**config.mk**
```make
export PLATFORM = sky130hd
export DESIGN_NAME = shwr_baseline_40mhz
export DESIGN_NICKNAME = d
export VERILOG_FILES = /design/src/rtl/shwr_baseline_40mhz.sv
export SDC_FILE = /design/constraint.sdc
export NUM_CORES = 1
export LEC_CHECK = 0
export BUFFER_PORTS_ARGS = -buffer_cell sky130_fd_sc_hd__buf_4
export CAP_MARGIN = 20
export CELL_PAD_IN_SITES_DETAIL_PLACEMENT = 1
export CELL_PAD_IN_SITES_GLOBAL_PLACEMENT = 1
export CORE_UTILIZATION = 40
export CTS_CLUSTER_DIAMETER = 50
export CTS_CLUSTER_SIZE = 40
export DETAILED_ROUTE_END_ITERATION = 10
export PLACE_DENSITY_LB_ADDON = 0.1
export SLEW_MARGIN = 40
export SYNTH_ARGS = -nofsm -noshare
export SYNTH_HDL_FRONTEND = slang
export SYNTH_SLANG_ARGS = --single-unit
```
**constraint.sdc**
```tcl
create_clock -name CLK120 -period 5 [get_ports CLK120]
set_input_delay 0.25 -clock CLK120 [delete_from_list [all_inputs] [get_ports CLK120]]
set_output_delay 0.25 -clock CLK120 [all_outputs]
set_load 0.01 [all_outputs]
```
**src/rtl/shwr_baseline_40mhz.sv**
```systemverilog
// -----------------------------------------------------------------------------
// shwr_baseline_40mhz
//
// Per-channel FADC baseline estimator for the 40 MHz compatibility trigger
// path. It only acts on decimated samples (edges where ENABLE40 == 0).
//
// Operating sequence:
//   1. INIT:    Average the first 2^INIT_LOG2 samples to seed the baseline.
//   2. TRACK:   Slew the baseline toward the input by at most one fractional
//               LSB per processed sample.
//   3. FROZEN:  Hold the baseline while a signal is present.
//   4. HOLDOFF: Keep it held for HOLDOFF_LEN quiet samples after the signal,
//               then return to TRACK.
//
// Ports:
//   CLK120         in   1                     120 MHz clock
//   RESET          in   1                     synchronous, active-high reset
//   ENABLE40       in   2                     decimation phase; process when 0
//   ADC            in   ADC_WIDTH             filtered FADC sample
//   FREEZE_THRES   in   ADC_WIDTH             offset above integer baseline
//                                             that marks signal present
//   HOLDOFF_LEN    in   HOLD_WIDTH            quiet samples held after signal
//   BASELINE       out  ADC_WIDTH+EXTRA_BITS  baseline with EXTRA_BITS
//                                             fractional bits
//   BASELINE_VALID out  1                     initial average complete
//   FROZEN         out  1                     high in FROZEN or HOLDOFF
// -----------------------------------------------------------------------------
module shwr_baseline_40mhz #(
    parameter int ADC_WIDTH  = 12,
    parameter int EXTRA_BITS = 2,
    parameter int INIT_LOG2  = 6,
    parameter int HOLD_WIDTH = 8
) (
    input  logic                            CLK120,
    input  logic                            RESET,
    input  logic [1:0]                      ENABLE40,
    input  logic [ADC_WIDTH-1:0]            ADC,
    input  logic [ADC_WIDTH-1:0]            FREEZE_THRES,
    input  logic [HOLD_WIDTH-1:0]           HOLDOFF_LEN,
    output logic [ADC_WIDTH+EXTRA_BITS-1:0] BASELINE,
    output logic                            BASELINE_VALID,
    output logic                            FROZEN
);

    localparam int BW    = ADC_WIDTH + EXTRA_BITS;
    localparam int ACC_W = ADC_WIDTH + INIT_LOG2;
    localparam int SHIFT = INIT_LOG2 - EXTRA_BITS;

    localparam logic [BW-1:0]         BL_ZERO   = {BW{1'b0}};
    localparam logic [BW-1:0]         BL_MAX    = {BW{1'b1}};
    localparam logic [BW-1:0]         BL_ONE    = {{(BW-1){1'b0}}, 1'b1};
    localparam logic [ACC_W-1:0]      ACC_ZERO  = {ACC_W{1'b0}};
    localparam logic [INIT_LOG2-1:0]  CNT_ZERO  = {INIT_LOG2{1'b0}};
    localparam logic [INIT_LOG2-1:0]  CNT_ONE   = {{(INIT_LOG2-1){1'b0}}, 1'b1};
    localparam logic [INIT_LOG2-1:0]  CNT_LAST  = {INIT_LOG2{1'b1}};
    localparam logic [HOLD_WIDTH-1:0] HOLD_ZERO = {HOLD_WIDTH{1'b0}};
    localparam logic [HOLD_WIDTH-1:0] HOLD_ONE  = {{(HOLD_WIDTH-1){1'b0}}, 1'b1};

    typedef enum logic [1:0] {
        ST_INIT    = 2'd0,
        ST_TRACK   = 2'd1,
        ST_FROZEN  = 2'd2,
        ST_HOLDOFF = 2'd3
    } state_t;

    // Saturating one-LSB step up.
    function automatic logic [BW-1:0] sat_inc(input logic [BW-1:0] val);
        logic [BW-1:0] res;
        if (val == BL_MAX) begin
            res = BL_MAX;
        end else begin
            res = val + BL_ONE;
        end
        return res;
    endfunction

    // Saturating one-LSB step down.
    function automatic logic [BW-1:0] sat_dec(input logic [BW-1:0] val);
        logic [BW-1:0] res;
        if (val == BL_ZERO) begin
            res = BL_ZERO;
        end else begin
            res = val - BL_ONE;
        end
        return res;
    endfunction

    state_t                  state_r;
    state_t                  state_s;
    logic [ACC_W-1:0]        acc_r;
    logic [ACC_W-1:0]        acc_s;
    logic [INIT_LOG2-1:0]    cnt_r;
    logic [INIT_LOG2-1:0]    cnt_s;
    logic [HOLD_WIDTH-1:0]   hold_cnt_r;
    logic [HOLD_WIDTH-1:0]   hold_cnt_s;
    logic [BW-1:0]           baseline_r;
    logic [BW-1:0]           baseline_s;
    logic                    valid_r;
    logic                    valid_s;
    logic                    frozen_r;
    logic                    frozen_s;

    logic                    proc_s;
    logic [BW-1:0]           adc_ext_s;
    logic [ADC_WIDTH-1:0]    bint_s;
    logic [ADC_WIDTH:0]      limit_s;
    logic                    sig_s;
    logic [ACC_W-1:0]        acc_sum_s;
    logic [BW-1:0]           init_avg_s;

    // Derived quantities: processing strobe, signal detection, running sum.
    always_comb begin
        proc_s     = (ENABLE40 == 2'd0);
        adc_ext_s  = {ADC, {EXTRA_BITS{1'b0}}};
        bint_s     = baseline_r[BW-1:EXTRA_BITS];
        // One extra bit so baseline + threshold cannot wrap and mask a signal.
        limit_s    = {1'b0, bint_s} + {1'b0, FREEZE_THRES};
        sig_s      = ({1'b0, ADC} > limit_s);
        acc_sum_s  = acc_r + {{INIT_LOG2{1'b0}}, ADC};
        // Dividing by 2^INIT_LOG2 but keeping EXTRA_BITS fraction bits.
        init_avg_s = acc_sum_s[ACC_W-1:SHIFT];
    end

    // Next-state and next-value logic for the estimator FSM.
    always_comb begin
        state_s    = state_r;
        acc_s      = acc_r;
        cnt_s      = cnt_r;
        hold_cnt_s = hold_cnt_r;
        baseline_s = baseline_r;
        valid_s    = valid_r;

        case (state_r)
            ST_INIT: begin
                if (cnt_r == CNT_LAST) begin
                    baseline_s = init_avg_s;
                    valid_s    = 1'b1;
                    acc_s      = ACC_ZERO;
                    cnt_s      = CNT_ZERO;
                    state_s    = ST_TRACK;
                end else begin
                    acc_s = acc_sum_s;
                    cnt_s = cnt_r + CNT_ONE;
                end
            end

            ST_TRACK: begin
                if (sig_s) begin
                    state_s = ST_FROZEN;
                end else if (adc_ext_s > baseline_r) begin
                    baseline_s = sat_inc(baseline_r);
                end else if (adc_ext_s < baseline_r) begin
                    baseline_s = sat_dec(baseline_r);
                end else begin
                    baseline_s = baseline_r;
                end
            end

            ST_FROZEN: begin
                if (sig_s) begin
                    state_s = ST_FROZEN;
                end else if (HOLDOFF_LEN == HOLD_ZERO) begin
                    state_s = ST_TRACK;
                end else begin
                    // The first quiet sample loads the counter and counts
                    // itself, so exactly HOLDOFF_LEN quiet samples are held.
                    hold_cnt_s = HOLDOFF_LEN;
                    state_s    = ST_HOLDOFF;
                end
            end

            ST_HOLDOFF: begin
                if (sig_s) begin
                    hold_cnt_s = HOLD_ZERO;
                    state_s    = ST_FROZEN;
                end else if (hold_cnt_r == HOLD_ONE) begin
                    hold_cnt_s = HOLD_ZERO;
                    state_s    = ST_TRACK;
                end else begin
                    hold_cnt_s = hold_cnt_r - HOLD_ONE;
                end
            end

            default: begin
                state_s    = ST_INIT;
                acc_s      = ACC_ZERO;
                cnt_s      = CNT_ZERO;
                hold_cnt_s = HOLD_ZERO;
            end
        endcase

        frozen_s = (state_s == ST_FROZEN) || (state_s == ST_HOLDOFF);
    end

    // State and data registers; everything holds on non-processed edges.
    always_ff @(posedge CLK120) begin
        if (RESET) begin
            state_r    <= ST_INIT;
            acc_r      <= ACC_ZERO;
            cnt_r      <= CNT_ZERO;
            hold_cnt_r <= HOLD_ZERO;
            baseline_r <= BL_ZERO;
            valid_r    <= 1'b0;
            frozen_r   <= 1'b0;
        end else if (proc_s) begin
            state_r    <= state_s;
            acc_r      <= acc_s;
            cnt_r      <= cnt_s;
            hold_cnt_r <= hold_cnt_s;
            baseline_r <= baseline_s;
            valid_r    <= valid_s;
            frozen_r   <= frozen_s;
        end
    end

    assign BASELINE       = baseline_r;
    assign BASELINE_VALID = valid_r;
    assign FROZEN         = frozen_r;

endmodule

```
==> impl_metrics.yaml, run 1 <==
run_status:
  run_status: "finished clean"
drt:
  drt-initial-drc-count: 365
  firstDrtPassIters: 7
  routed_via_density: 6.463
  drtAntennaViolNets: 0
  wirelength_um: 19170
  wl_per_cell_um: 21.76
  vias: 5694
  drc_errors: 0
floorplanning:
  initial_core_util: 0.4164
  dieArea_mm2: 0.01311
  die_w_um: 114.5
  fp-row-count: 40
  die_h_um: 114.5
  coreArea_mm2: 0.01216
  num_io_pins: 52
clock_tree:
  cts-buffers-inserted: 5
  cts_setup_buffers: 0
  clk_transition_reported_paths_ps: 70
  cts_tree: "built"
  holdBufCountCts: 0
  clockBufferDepth: 2
  htreeDepth: 2
  cts_resized: 0
  clk_latency_ps: 310
  cts.sinks: 50
  cts-root-buf: "clkbuf_16"
sta:
  setup_violations: 0
  finalCritPeriodShare: 0.9004
  worst_pin_slew_ps: 830.3
  slew-limit-headroom: 0.4465
  grt_setup_unrepaired: "false"
  clock_skew_ps: 3.626
  period_minus_slack_ps: 4502
  hold_violations: 0
  fin_tns_setup_ps: 0
  drv_slew: 0
  layout_setup_ws_ps: 498.2
  hold_slack_ps: 226.0
  max_freq_mhz: 222.1
layout:
  fin_nets: 803
  final_core_util: 0.4781
  final.fill_count: 1545
  diodes: 0
  areaGrowthSynthToFinish_pct: 14.83
  drive_gt1_frac: 0.1318
synth:
  netlist_instances: 671
  synth_edf_count: 0
  async_flop_share: 0
  yosysWarnings: 0
  synthDistinctLibCells: 72
  ys_seq_area_frac: 0.1977
  syn-num-nets: 762
  synth_area_mm2: 0.005064
  syn_area_per_cell_um2: 7.546
  ys_ff_latch: 50
  synth-main-ff-cell: "dfxtp_1"
worst_setup_path:
  rr_worst_depth: 15
  cp-end-kind: "flip-flop"
  crit_fanout: 13
  worstSetupPathType: "reg2reg"
  required_ps: 5210
  setup.worst_path.start_class: "flip-flop"
  regToRegSetupSlack_ps: 500
  crit_arrival_ps: 4710
power:
  p_leak_nw: 2.335
  total_power_w: 0.001058
  power_density_mw_per_mm2: 182.0
  peakVddDrop_mv: 0.1772
min_path:
  worstHoldPathType: "in2reg"
  holdPathStages: 3
global_routing:
  globalRouteOverflowTotal: 0
  track_usage: 0.3011
  grt_max_degree: 49
  antenna_found_initial: 0
  grt_pass1_wl_um: 30420
  grt_pass1_vias: 5699
placed_design:
  place_hpwl_um: 14810
  place_worst_setup_slack_ps: 579.4
  io_buffers: 51
  gp_congestion: 0.9515
job:
  drv_cap: 0
## metal layers
layer	track usage	up-vias	wire (um)
met1	0.3880	2798	8416
met2	0.4970	206	9044
li1	-	2658	-
met5	0	-	0
met4	0.1359	0	641
met3	0.04394	32	1070
## logic make-up after synthesis
kind of cell,after synthesis,synth area share
flip-flops,50,0.1977
buffers and inverters,62,0.05041
XOR/XNOR,22,0.03805
AND/OR/NAND/NOR,252,0.2503
AO/OA/AOI/OAI,227,0.3188
multiplexers,3,0.005931
adder cells (fa/ha/maj),55,0.1389
## layout by cell type (no fill, tap or decap), types with 26 or more instances in the layout
master,n
nand3_1,29
buf_4,66
o21ai_0,29
a21oi_1,49
nand2_1,57
ha_1,53
dfxtp_1,50
inv_1,30
nor3_1,26
nor2_1,65
## flip-flops by register name, indices dropped and copies added (netlist names)
| signal | count |
|---|---|
| acc_r | 18 |
| BASELINE | 14 |
| hold_cnt_r | 8 |
| cnt_r | 6 |
| state_r | 2 |
| BASELINE_VALID | 1 |
| FROZEN | 1 |
## path summary, 6_finish.rpt
| kind | startpoint | to |
|---|---|---|
| setup / recovery | BASELINE[4]$_SDFFE_PP0P_ | BASELINE[5]$_SDFFE_PP0P_ |
| hold / removal | HOLDOFF_LEN[0] | hold_cnt_r[0]$_SDFFE_PP0P_ |
| setup reg to reg | BASELINE[4]$_SDFFE_PP0P_ | BASELINE[5]$_SDFFE_PP0P_ |
| hold reg to reg | acc_r[9]$_SDFFE_PP0P_ | acc_r[9]$_SDFFE_PP0P_ |
## cells in the mapped netlist, types with 5 or more instances
library cell  instances  area, um^2
o21a_1               10       75.07
o21ai_0              29       145.1
or2_2                 6       37.54
a21o_1                5       37.54
or4_1                 5       37.54
inv_1                30       112.6
xnor2_1              10       87.58
and3_1               12       75.07
clkbuf_1             21       78.83
o21ai_1               7       35.03
a32oi_1               7       61.31
a211oi_1             10       75.07
or3_1                 6       37.54
nor3_1               27       135.1
a31oi_1              12       75.07
nor4_1               11       68.82
nand3_1              29       145.1
nand2_1              57       214.0
a22oi_1              19       142.6
ha_1                 53       663.1
buf_2                 8       40.04
nand4_1              13       81.33
nor2_1               65       244.0
o211ai_1              9       67.56
dfxtp_1              50        1001
a311oi_1              7       61.31
a21oi_1              50       250.2
xor2_1               12       105.1
o31ai_1               7       52.55
o32ai_1               7       61.31
## per-stage QoR
| stage | area, um^2 | cells |
|---|---|---|
| final | 5814 | 881 |
| after floorplan | 5064 | 671 |
| after global routing | 5814 | 881 |
| after global placement | 5632 | 873 |
| after detailed placement | 5645 | 873 |
| after CTS | 5808 | 881 |
## cell type report
class	instances	area [um^2]	area share
clock buffers	7	132.6	0.02281
clock inverters	1	30.03	0.005165
inverters	30	112.6	0.01937
multi-input cells	559	3832	0.6591
flip-flops and latches	50	1001	0.1722
well taps	168	210.2	0.03615
repair buffers	66	495.5	0.08522
## worst max-delay path, cell delays in order, from the launching register on
cell,delay (ps)
dfxtp_1,570
ha_1,340
nor2b_1,150
o31ai_1,460
nand2b_1,110
a21oi_1,180
xor2_1,170
ha_1,260
and4_1,190
o21ai_1,70
a21oi_1,70
o41a_1,550
a2111oi_4,630
buf_4,290
nor3_1,60
a311oi_1,260
## power breakdown
group	internal (W)	total (W)	switching (W)
clock	0.000237	0.000405	0.000168
combinational	0.0000944	0.000242	0.000147
sequential	0.000406	0.000411	0.00000549
total	0.000737	0.00106	0.000321
Power figures use the tool's default switching activity.
==> inputs of run 2 (changes only) <==
--- a/config.mk
+++ b/config.mk
@@ -13,6 +13,7 @@
 export CTS_CLUSTER_DIAMETER = 50
 export CTS_CLUSTER_SIZE = 40
 export DETAILED_ROUTE_END_ITERATION = 10
+export GPL_TIMING_DRIVEN = 0
 export PLACE_DENSITY_LB_ADDON = 0.1
 export SLEW_MARGIN = 40
 export SYNTH_ARGS = -nofsm -noshare
==> impl_metrics.yaml, run 2 (same netlist as run 1, synthesis figures left out) <==
worst_setup_path:
  crit_arrival_ps: 4810
  required_ps: 5210
  cp-end-kind: "flip-flop"
  setup.worst_path.start_class: "flip-flop"
  worstSetupPathType: "reg2reg"
  crit_fanout: 10
floorplanning:
  num_io_pins: 52
  die_h_um: 114.5
  coreArea_mm2: 0.01216
  die_w_um: 114.5
  initial_core_util: 0.4164
  dieArea_mm2: 0.01311
  fp-row-count: 40
sta:
  fin_tns_setup_ps: 0
  layout_setup_ws_ps: 396.0
  max_freq_mhz: 217.2
  drv_slew: 0
  slew-limit-headroom: 0.4660
  worst_pin_slew_ps: 796.3
  clock_skew_ps: 5.556
  hold_slack_ps: 232.9
  hold_violations: 0
  finalCritPeriodShare: 0.9208
  period_minus_slack_ps: 4604
  setup_violations: 0
  grt_setup_unrepaired: "false"
placed_design:
  io_buffers: 51
  place_hpwl_um: 15370
  place_worst_setup_slack_ps: 176.1
  gp_congestion: 0.9816
  dp.cells: 890
drt:
  drt-initial-drc-count: 358
  vias: 5754
  wl_met2_um: 9097
  firstDrtPassIters: 5
  wl_met3_um: 934
  drtAntennaViolNets: 0
  dr.max_layer_used: "met4"
  wirelength_um: 19370
  m1WireLength_um: 8689
  routed_via_density: 6.386
  drc_errors: 0
  wl_per_cell_um: 21.50
clock_tree:
  cts-root-buf: "clkbuf_16"
  holdBufCountCts: 0
  clk_latency_ps: 300
  clockBufferDepth: 2
  htreeDepth: 2
  cts.sinks: 50
  cts-buffers-inserted: 5
  cts_tree: "built"
  clk_transition_reported_paths_ps: 80
layout:
  fin_nets: 823
  final_cell_mix: "nor2_1, nand2_1, buf_4"
  areaGrowthSynthToFinish_pct: 15.99
  largest_register: "acc_r"
  stdcell_count: 901
  drive_gt1_frac: 0.1282
  multi_input_area_mm2: 0.003824
  largest_reg_flops: 18
  final.fill_count: 1571
  final_core_util: 0.4829
  layout_commonest_cell: "nor2_1"
  seqCellArea_mm2: 0.001001
  diodes: 0
global_routing:
  globalRouteOverflowTotal: 0
  grt_pass1_wl_um: 30730
  grt_pass1_vias: 5794
  grt_max_degree: 17
  antenna_found_initial: 0
  track_usage: 0.3029
power:
  power_density_mw_per_mm2: 185.6
  peakVddDrop_mv: 0.1367
  p_leak_nw: 2.365
run_status:
  run_status: "finished clean"
job:
  drv_cap: 0
min_path:
  worstHoldPathType: "in2reg"
==> run 2: what timing repair did <==
item | 4_1_cts | 5_1_grt
setup buffers | 0 | 3
gates resized for setup | 0 | 0
endpoints found under the setup margin | 0 | 13
==> run 2: layout make-up <==
type,count,share of cell area
Clock inverter,2,0.006604
Inverter,30,0.01917
Multi-Input combinational cell,559,0.6510
Clock buffer,6,0.02365
Tap cell,168,0.03579
Timing Repair Buffer,54,0.06902
Sequential cell,50,0.1704
Buffer,32,0.02429
==> run 2: power by group <==
group | total (W) | internal [W] | switching [W]
registers | 0.000411 | 0.000405 | 0.00000549
clock network | 0.000429 | 0.000253 | 0.000177
logic | 0.000250 | 0.0000955 | 0.000154
==> run 2: per-layer routing <==
layer,GRT usage,vias to the layer above
li1,-,2694
met1,0.3926,2814
met2,0.5168,202
met3,0.02700,44
met4,0.1221,0
met5,0,-
==> run 2: worst max-delay path: stages (launching register included) <==
cell and delay [ps]:
dfxtp_1 440, inv_1 330, fa_1 280, nor2b_1 80, o31ai_1 490, a21o_1 260, nand3b_1 100, a21oi_1 190
xor2_1 190, ha_1 260, and3_1 210, nand4_1 100, o211a_1 180, o41a_1 360, a2111oi_4 120, buf_4 200
or2_2 260, buf_4 200, o32ai_1 250
==> run 2: per-stage QoR <==
step	total power [W]	cell area, um^2
after floorplan	0.0005718	5064
after global placement	0.0006516	5657
after detailed placement	0.0006648	5673
after CTS	0.001094	5851
after global routing	0.001134	5873
final	0.001090	5873
==> run 2: final timing paths <==
check	start	end	slack, ps	cells after the start
min reg2reg	hold_cnt_r[7]$_SDFFE_PP0P_	hold_cnt_r[7]$_SDFFE_PP0P_	470	2
max reg2reg	BASELINE[3]$_SDFFE_PP0P_	BASELINE[1]$_SDFFE_PP0P_	400	18
max	BASELINE[3]$_SDFFE_PP0P_	BASELINE[1]$_SDFFE_PP0P_	400	18
min	HOLDOFF_LEN[0]	hold_cnt_r[0]$_SDFFE_PP0P_	230	3
==> inputs of run 3 (changes only) <==
--- a/config.mk
+++ b/config.mk
@@ -9,6 +9,7 @@
 export CAP_MARGIN = 20
 export CELL_PAD_IN_SITES_DETAIL_PLACEMENT = 1
 export CELL_PAD_IN_SITES_GLOBAL_PLACEMENT = 1
+export CORE_MARGIN = 3
 export CORE_UTILIZATION = 40
 export CTS_CLUSTER_DIAMETER = 50
 export CTS_CLUSTER_SIZE = 40
==> impl_metrics.yaml, run 3 (same netlist as run 1, synthesis figures left out) <==
layout:
  final.fill_count: 1576
  largest_register: "acc_r"
  final_cell_mix: "nor2_1, nand2_1, buf_4"
  areaGrowthSynthToFinish_pct: 15.39
  diodes: 0
  seqCellArea_mm2: 0.001001
  largest_reg_flops: 18
  drive_gt1_frac: 0.1270
  fin_nets: 822
  layout_commonest_cell: "nor2_1"
  stdcell_count: 900
  final_core_util: 0.4785
  multi_input_area_mm2: 0.003824
placed_design:
  dp.cells: 890
  place_worst_setup_slack_ps: 222.5
  place_hpwl_um: 15290
  gp_congestion: 0.9451
  io_buffers: 51
sta:
  layout_setup_ws_ps: 475.5
  fin_tns_setup_ps: 0
  period_minus_slack_ps: 4524
  drv_slew: 0
  slew-limit-headroom: 0.4912
  finalCritPeriodShare: 0.9049
  grt_setup_unrepaired: "false"
  clock_skew_ps: 9.465
  setup_violations: 0
  worst_pin_slew_ps: 757.4
  hold_violations: 0
  max_freq_mhz: 221.0
power:
  p_leak_nw: 2.346
  p_int_w: 0.0007025
  pwr-share-seq: 0.396
  p_sw_w: 0.0003355
  total_power_w: 0.001038
  p_comb_frac: 0.237
  switching_share: 0.3232
  clockPowerShare: 0.367
  power_density_mw_per_mm2: 177.7
  peakVddDrop_mv: 0.1511
floorplanning:
  initial_core_util: 0.4147
  die_h_um: 118.5
  coreArea_mm2: 0.01221
  fp-row-count: 40
  die_w_um: 118.5
  num_io_pins: 52
  dieArea_mm2: 0.01404
min_path:
  worstHoldPathType: "in2reg"
  holdPathStages: 3
  hp-start: "HOLDOFF_LEN[0]"
  min_to: "hold_cnt_r[0]$_SDFFE_PP0P_"
worst_setup_path:
  timing.rr.end: "hold_cnt_r[5]$_SDFFE_PP0P_"
  slowest_stage: "dfxtp_1"
  worstPathCellList: "inv_1, fa_1, nor2b_1, o31ai_1, a21oi_1, o21ai_0, nand2_1, nand3_1, ha_1, and4_1, o21ai_1, a21oi_1, o41a_1, a21oi_1, buf_2, a32oi_1, o32ai_1"
  crit_arrival_ps: 4740
  rr_worst_depth: 17
  crit_buf_inv: 2
  cp-end-kind: "flip-flop"
  reg2reg_from: "BASELINE[3]$_SDFFE_PP0P_"
  cpPeakStageDelay_ps: 570
  required_ps: 5210
  cp_common_cell: "a21oi_1"
  regToRegSetupSlack_ps: 480
  critPathTopFamily: "compound AO/OA/AOI/OAI gates"
  crit_fanout: 10
  setup.worst_path.start_class: "flip-flop"
  worstSetupPathType: "reg2reg"
drt:
  drc_errors: 0
  wl_met2_um: 9205
  vias: 5745
  dr.max_layer_used: "met4"
  drtAntennaViolNets: 0
  wirelength_um: 19410
  wl_per_cell_um: 21.57
  firstDrtPassIters: 5
  m1WireLength_um: 8440
  wl_met3_um: 1236
  routed_via_density: 6.383
  drt-initial-drc-count: 424
clock_tree:
  cts-buffers-inserted: 5
  cts_tree: "built"
  htreeDepth: 2
  clk_latency_ps: 310
  cts-root-buf: "clkbuf_16"
  holdBufCountCts: 0
  clockBufferDepth: 2
  clk_transition_reported_paths_ps: 80
  cts.sinks: 50
run_status:
  run_status: "finished clean"
global_routing:
  grt_pass1_vias: 5671
  track_usage: 0.2698
  antenna_found_initial: 0
  grt_pass1_wl_um: 30570
  grt_max_degree: 17
  globalRouteOverflowTotal: 0
job:
  drv_cap: 0
## run 3: what timing repair did
item,4_1_cts,5_1_grt
buffers inserted,0,2
resized for setup,0,0
endpoints found under the setup margin,0,14
endpoints found under the hold margin,0,0
## run 3: how the worst max path moves through the flow
stage / start / end / slack [ps] / cells past startpoint
3_5_place_dp: BASELINE[3]$_SDFFE_PP0P_ / BASELINE[12]$_SDFFE_PP0P_ / 220 / 17
3_3_place_gp: BASELINE[3]$_SDFFE_PP0P_ / BASELINE[6]$_SDFFE_PP0P_ / 300 / 17
4_1_cts: BASELINE[3]$_SDFFE_PP0P_ / BASELINE[5]$_SDFFE_PP0P_ / 190 / 17
5_1_grt: BASELINE[3]$_SDFFE_PP0P_ / hold_cnt_r[0]$_SDFFE_PP0P_ / 100 / 17
6_report: BASELINE[3]$_SDFFE_PP0P_ / hold_cnt_r[5]$_SDFFE_PP0P_ / 480 / 17
2_1_floorplan: BASELINE[3]$_SDFFE_PP0P_ / BASELINE[12]$_SDFFE_PP0P_ / 1100 / 17
## run 3: layout make-up
| cell class | instances | area share |
|---|---|---|
| Inverter | 30 | 0.01927 |
| Timing Repair Buffer | 53 | 0.06809 |
| Sequential cell | 50 | 0.1713 |
| Tap cell | 168 | 0.03597 |
| Clock buffer | 6 | 0.02377 |
| Multi-Input combinational cell | 559 | 0.6544 |
| Clock inverter | 2 | 0.002784 |
| Buffer | 32 | 0.02441 |
## run 3: metrics by stage
stage | hold slack, ps | area [um^2]
after global placement | 444.8 | 5657
after detailed placement | 458.4 | 5673
after CTS | 225.3 | 5828
after floorplan | 402.9 | 5064
final | 244.7 | 5843
after global routing | 253.9 | 5843
## run 3: power by group through the flow
stage / registers, W / clock network, W / logic [W]
CTS: 0.000411 / 0.000388 / 0.000244
global placement: 0.000420 / 0 / 0.000231
finish: 0.000411 / 0.000381 / 0.000246
floorplan: 0.000418 / 0 / 0.000153
global route: 0.000412 / 0.000409 / 0.000270
detailed placement: 0.000420 / 0 / 0.000242
## run 3: worst min-delay path: stages
cell	delay (ps)
buf_4	120
nand2_1	60
a221oi_1	60
## run 3: layer usage
| layer | track usage | up-vias |
|---|---|---|
| li1 | - | 2701 |
| met1 | 0.3455 | 2804 |
| met2 | 0.4594 | 202 |
| met3 | 0.05024 | 38 |
| met4 | 0.08327 | 0 |
| met5 | 0 | - |
